$ cat src/rtl/seq_muldiv.sv
// seq_muldiv: sequential unsigned multiply / restoring divide, one bit per clock
//   clk         rising-edge clock
//   reset       synchronous active-low reset
//   activate    start strobe, only honoured in IDLE
//   mode        0 = multiply, 1 = divide
//   a, b        multiplicand/dividend, multiplier/divisor
//   result_hi   product upper half / remainder
//   result_lo   product lower half / quotient
//   busy        high while iterating
//   endop       one-cycle completion pulse
//   div_by_zero divide with b == 0, held with the results
module seq_muldiv #(
  parameter int WIDTH = 8
) (
  input  logic             clk,
  input  logic             reset,
  input  logic             activate,
  input  logic             mode,
  input  logic [WIDTH-1:0] a,
  input  logic [WIDTH-1:0] b,
  output logic [WIDTH-1:0] result_hi,
  output logic [WIDTH-1:0] result_lo,
  output logic             busy,
  output logic             endop,
  output logic             div_by_zero
);
  localparam int CNT_W = $clog2(WIDTH) + 1;
  typedef enum logic [1:0] {IDLE, RUN, DONE} state_t;
  state_t state, state_nxt;
  logic [CNT_W-1:0] cnt;
  logic op_mode, last, dz, accept;
  logic [WIDTH-1:0] op_a, op_b, acc_hi, acc_lo, nxt_hi, nxt_lo;
  logic [WIDTH:0] add_sum, trial;
  always_comb begin
    accept = state == IDLE && activate;
    last = cnt == CNT_W'(WIDTH - 1);
    state_nxt = state == IDLE ? (activate ? RUN : IDLE) :
                state == RUN  ? (last ? DONE : RUN) : IDLE;
    dz = op_mode && op_b == '0;
    // multiply: add the multiplicand when the multiplier LSB is set, carry lands in bit WIDTH
    add_sum = {1'b0, acc_hi} + (acc_lo[0] ? {1'b0, op_a} : '0);
    // divide: shift the next dividend bit into the remainder and trial-subtract the divisor
    trial = {acc_hi, acc_lo[WIDTH-1]} - {1'b0, op_b};
    nxt_hi = op_mode ? (trial[WIDTH] ? {acc_hi[WIDTH-2:0], acc_lo[WIDTH-1]} : trial[WIDTH-1:0])
                     : add_sum[WIDTH:1];
    nxt_lo = op_mode ? {acc_lo[WIDTH-2:0], ~trial[WIDTH]} : {add_sum[0], acc_lo[WIDTH-1:1]};
  end
  always_ff @(posedge clk)
    if (!reset) state <= IDLE;
    else state <= state_nxt;
  always_ff @(posedge clk) begin
    if (!reset) begin
      cnt <= '0;
      op_mode <= 1'b0;
      op_a <= '0;
      op_b <= '0;
      acc_hi <= '0;
      acc_lo <= '0;
      result_hi <= '0;
      result_lo <= '0;
      busy <= 1'b0;
      endop <= 1'b0;
      div_by_zero <= 1'b0;
    end else begin
      endop <= 1'b0;
      if (accept) begin
        op_mode <= mode;
        op_a <= a;
        op_b <= b;
        acc_hi <= '0;
        acc_lo <= mode ? a : b;
        cnt <= '0;
        busy <= 1'b1;
        div_by_zero <= 1'b0;
      end else if (state == RUN) begin
        acc_hi <= nxt_hi;
        acc_lo <= nxt_lo;
        cnt <= cnt + CNT_W'(1);
        if (last) begin
          busy <= 1'b0;
          endop <= 1'b1;
          result_hi <= dz ? op_a : nxt_hi;
          result_lo <= dz ? '1 : nxt_lo;
          div_by_zero <= dz;
        end
      end
    end
  end
endmodule

$ cat config.mk
export PLATFORM = sky130hd
export DESIGN_NAME = seq_muldiv
export DESIGN_NICKNAME = d
export VERILOG_FILES = /design/src/rtl/seq_muldiv.sv
export SDC_FILE = /design/constraint.sdc
export NUM_CORES = 1
export LEC_CHECK = 0
export BUFFER_PORTS_ARGS = -buffer_cell sky130_fd_sc_hd__buf_2
export CAP_MARGIN = 10
export CORE_ASPECT_RATIO = 2
export CORE_UTILIZATION = 40
export DETAILED_ROUTE_END_ITERATION = 6
export PLACE_DENSITY_LB_ADDON = 0.12
export REMOVE_ABC_BUFFERS = 1
export SLEW_MARGIN = 20
export SYNTH_ARGS = -nofsm -noshare
export SYNTH_HDL_FRONTEND = slang
export SYNTH_SLANG_ARGS = --single-unit
export TNS_END_PERCENT = 10
$ cat constraint.sdc
create_clock -name clk -period 4.3 [get_ports clk]
set_clock_uncertainty 0.15 [all_clocks]
set_input_delay 0.86 -clock clk [delete_from_list [all_inputs] [get_ports clk]]
set_output_delay 0.86 -clock clk [all_outputs]
set_load 0.01 [all_outputs]
# --- Yosys cells after proc, flatten, opt, wreduce, memory -nomap -nowiden ---
# Cells that the tools add are included.
totals:
  ff_bits: 58
classes:
  addsub: 3
  n_eq_ne: 2
  muxes: 17
  n_bitwise: 4
  reduce_logical: 11
op_table:
  columns: ["cell", "n"]
  rows:
  - ["$mux W8", 9]
  - ["$add A8 B8 Y9", 1]
  - ["$sub A9 B8 Y9", 1]
  - ["$logic_not A8 Y1", 1]
  - ["$mux W2", 3]
  - ["$mux W1", 5]
  - ["$add A4 B1 Y4 const B", 1]
  - ["$eq A4 B3 Y1 const B", 1]
  - ["$not A1 Y1", 4]
  - ["$reduce_and A2 Y1", 2]
  - ["$reduce_bool A2 Y1", 2]
  - ["$reduce_and A3 Y1", 1]
  - ["$reduce_or A3 Y1", 1]
  - ["$eq A2 B1 Y1 const B", 1]
  - ["$logic_and A1 B1 Y1", 2]
  - ["$logic_not A2 Y1", 1]
  - ["$reduce_or A2 Y1", 1]

# --- Logic depth before layout (Yosys ltp) ---
depth:
  word_depth: 5
  ltp_mapped: 11

# --- Worst setup path after synthesis ---
# OpenSTA, ideal clock, no wires.
synth_path:
  path_kind: "register -> register"
  start: "reg acc_lo[7]"
  end: "reg result_hi[7]"
  setup_time_ns: 0.136
  arrival_time_ns: 2.450
  slack_ns: 1.563
  path_stages_with_launch: 11
  path_buffers: 0
  cell_sequence: "dfxtp_1 inv_1 ha_1 fa_1 and2b_1 o2111ai_2 a211o_1 o2111ai_4 mux2_2 o21ai_0 a31oi_1"
synth_between:
  elab_chain_cells: 4
synth_rtl:
  columns: ["item", "line_no", "text"]
  rows:
  - ["start: declaration", "32", "logic [WIDTH-1:0] op_a, op_b, acc_hi, acc_lo, nxt_hi, nxt_lo;"]
  - ["start signal: assignment", "71", "acc_lo <= mode ? a : b;"]
  - ["start signal: assignment", "77", "acc_lo <= nxt_lo;"]
  - ["$sub A9 B8 Y9", "43", "trial = {acc_hi, acc_lo[WIDTH-1]} - {1'b0, op_b};"]
  - ["$mux W8 (2 in a row)", "44", "nxt_hi = op_mode ? (trial[WIDTH] ? {acc_hi[WIDTH-2:0], acc_lo[WIDTH-1]} : trial[WIDTH-1:0])"]
  - ["$mux W8", "82", "result_hi <= dz ? op_a : nxt_hi;"]
  - ["end signal: assignment", "82", null]
  - ["end: declaration", "21", "output logic [WIDTH-1:0] result_hi,"]
# No other way between the ends.
# A chain may end at the register's enable or synchronous reset.

# --- Final worst setup path ---
layout_path:
  start: "reg acc_lo[7]"
  end: "reg result_hi[1]"
# Same word-level chain as after synthesis.

==> results.toml <==
[cells_and_area]
multi_input_area_sq_mm = 0.00205
nNetsFinal = 485
final_cell_mix = "dfxtp_1 (58), nand2_1 (55), buf_2 (38), nor2_1 (35), o21ai_0 (27)"
drive_gt1_share_pct = 14.7
fill_cells = 838
diodes = 0
instances_no_fill = 548
stdcell_area_sq_mm = 0.00393
area_growth_pct = 16.6
regArea_sq_mm = 0.00116
final_common_cell = "dfxtp_1"

[clock_network]
post_cts_resized = 0
cts_tree = "done"
post_cts_buffers = 0
cts_buffers = 9
htree_levels = 3
cts_root_buf = "clkbuf_16"
cts_hold_buf = 0
clk_latency_ns = 0.32
cts.sinks = 58
clock_path_buffers = 2
clk_pin_slew_ns = 0.05

[timing]
fmax_mhz = 336
slew_viol_final = 0
slew_headroom_pct = 37.0
whs_ns = 0.300
finalHoldViolCount = 0
fin_setup_tns_ns = 0
min_period_ns = 2.98
period_share_pct = 69.3
setup_violations = 0
rsz0062_at_grt = "false"
tightestPinTransition_ns = 0.945

[pwr]
combPwrFrac_pct = 17.0
p_sw_mw = 0.410
p_int_mw = 1.13
powerDensity_mw_per_mm2 = 391
ir_worst_vdd_mv = 0.247
power_leakage_nw = 1.60
clkPwrFrac_pct = 45.0
pwr-share-seq_pct = 38.0
switching_share_pct = 26.7

[critical_path]
slowest_stage = "fa_1"
r2r_slack_ns = 1.32
end_kind = "flop"
arrival_ns = 3.05
crit_fanout = 9
slowest_delay_ns = 0.41
cp-start-kind = "flop"
worstPathRequired_ns = 4.38
cp_cell_sequence = "inv_1 -> ha_1 -> fa_1 -> and2b_1 -> o2111ai_2 -> a211o_1 -> o2111ai_4 -> mux2i_1 -> a2111oi_1 -> nor4b_1"
worstSetupPathType = "reg -> reg"

[logic_synthesis]
synth_compound_area_share_pct = 25.0
ys.flop_type = "dfxtp_1"
yosys.area.top_type = "dfxtp_1"
synth-simple-area-share_pct = 18.5
synth_top_area_share_pct = 34.5
synthAdderAreaFrac_pct = 7.50
synth.mux.area_fraction_pct = 7.21
synth_cells = 415
ys_ff_latch = 58
ys_warn_count = 0
async_flop_share_pct = 0
synth.distinct_cells = 46
syn_avg_cell_area_sq_um = 8.12
yosys-top-cells-area = "dfxtp_1 (34%), mux2i_1 (6.5%), ha_1 (6.3%)"
synth_top_family_by_area = "compound AO/OA/AOI/OAI gates"
netlist_area_sq_mm = 0.00337
synth_edf_count = 0
synth_xor_area_share_pct = 2.60
yosysSeqAreaShare_pct = 34.5

[grt]
grt_start_max_net_pins = 35
grt_pass1_wl_um = 15600
grt_pass1_vias = 3036
overflow = 0
grt_use_total_pct = 24.5
antenna_found_initial = 0

[flow_run]
cap_violations = 0

[place]
portBuffers = 38
placed_cells = 533
globalplace.congestion = 0.832
hpwlAfterDp_um = 7630
dpl_cell_area_sq_mm = 0.00364

[status]
status = "completed"

[drt]
drtAntennaViolNets = 0
num_vias = 3055
drt_pass1_iterations = 4
wl_um = 9880
drc_errors = 0
post_drt_wl_per_cell_um = 18.0
drt-initial-drc-count = 166
via_per_inst = 5.57

[floorplanning]
dieArea_sq_mm = 0.00881
die_x_um = 66.9
initial_core_util_pct = 40.9
num_rows = 47
ioPinCount = 39
die_y_um = 132
core_area_sq_mm = 0.00823

[worst_hold_path]
hp-class = "reg -> reg"
-- worst paths after layout --
kind	startpoint	to	cells past startpoint
setup / recovery	acc_lo[7]	result_hi[1]	10
hold / removal	div_by_zero	div_by_zero	2
setup reg to reg	acc_lo[7]	result_hi[1]	10
hold reg to reg	div_by_zero	div_by_zero	2
-- metrics by stage --
stage                     worst slack, ns  utilization, %  power, mW
after global routing                 1.14            47.7       1.61
after CTS                            1.31            47.7       1.55
after global placement               1.39            44.2      0.853
after floorplan                      1.53               -      0.768
after detailed placement             1.34            44.2      0.855
final                                1.32            47.7       1.54
-- state kept, by name, summed over array words and instances (netlist names) --
name	flops
acc_hi	8
acc_lo	8
op_a	8
op_b	8
result_hi	8
result_lo	8
cnt	4
state	2
busy	1
div_by_zero	1
endop	1
op_mode	1
-- area by class of cell --
class	count	area share, %
Tap cell	98	3.12
Clock buffer	12	6.28
Multi-Input combinational cell	315	52.3
Clock inverter	3	1.02
Timing Repair Buffer	44	5.99
Inverter	18	1.72
Sequential cell	58	29.6
-- power by group through the flow --
stage | registers (mW) | clock network, mW | logic (mW)
after floorplan | 0.589 | 0 | 0.179
after global placement | 0.594 | 0 | 0.260
after detailed placement | 0.594 | 0 | 0.261
after CTS | 0.583 | 0.706 | 0.263
after global routing | 0.585 | 0.734 | 0.288
final | 0.584 | 0.692 | 0.262
-- cell families (layout without fill, tap and decap cells) --
family          Yosys count  after routing
mux                      24             24
simple gates            137            137
compound gates          125            125
xor+xnor                 10             10
fa+ha+maj                19             19
flops                    58             58
buf+inv                  42             77
-- cell usage after synthesis (4+ instances only) --
library cell / n
a211o_1: 4
a211oi_1: 12
a21boi_0: 18
a21oi_1: 22
a31oi_1: 11
and2_1: 10
clkbuf_1: 21
dfxtp_1: 58
ha_1: 17
inv_1: 18
mux2i_1: 22
nand2_1: 55
nand4_1: 4
nor2_1: 36
nor2b_1: 7
nor3_1: 10
o21a_1: 13
o21ai_0: 27
xnor2_1: 6
xor2_1: 4
-- critical path, delay by kind of cell (launching register included) --
family,cells,cell delay (ns)
adder cells (fa/ha/maj),2,0.61
buffers and inverters,1,0.07
flip-flops,1,0.35
multiplexers,1,0.33
AO/OA/AOI/OAI,4,0.82
AND/OR/NAND/NOR,2,0.54
-- routing by layer --
| metal | track usage [%] | share of wire (%) | up-vias |
|---|---|---|---|
| li1 | - | - | 1536 |
| met4 | 11.9 | 3.3 | 0 |
| met1 | 25.8 | 38 | 1432 |
| met3 | 4.41 | 2.8 | 20 |
| met5 | 0 | 0 | - |
| met2 | 44.3 | 56 | 67 |
(Power assumes the default switching activity.)
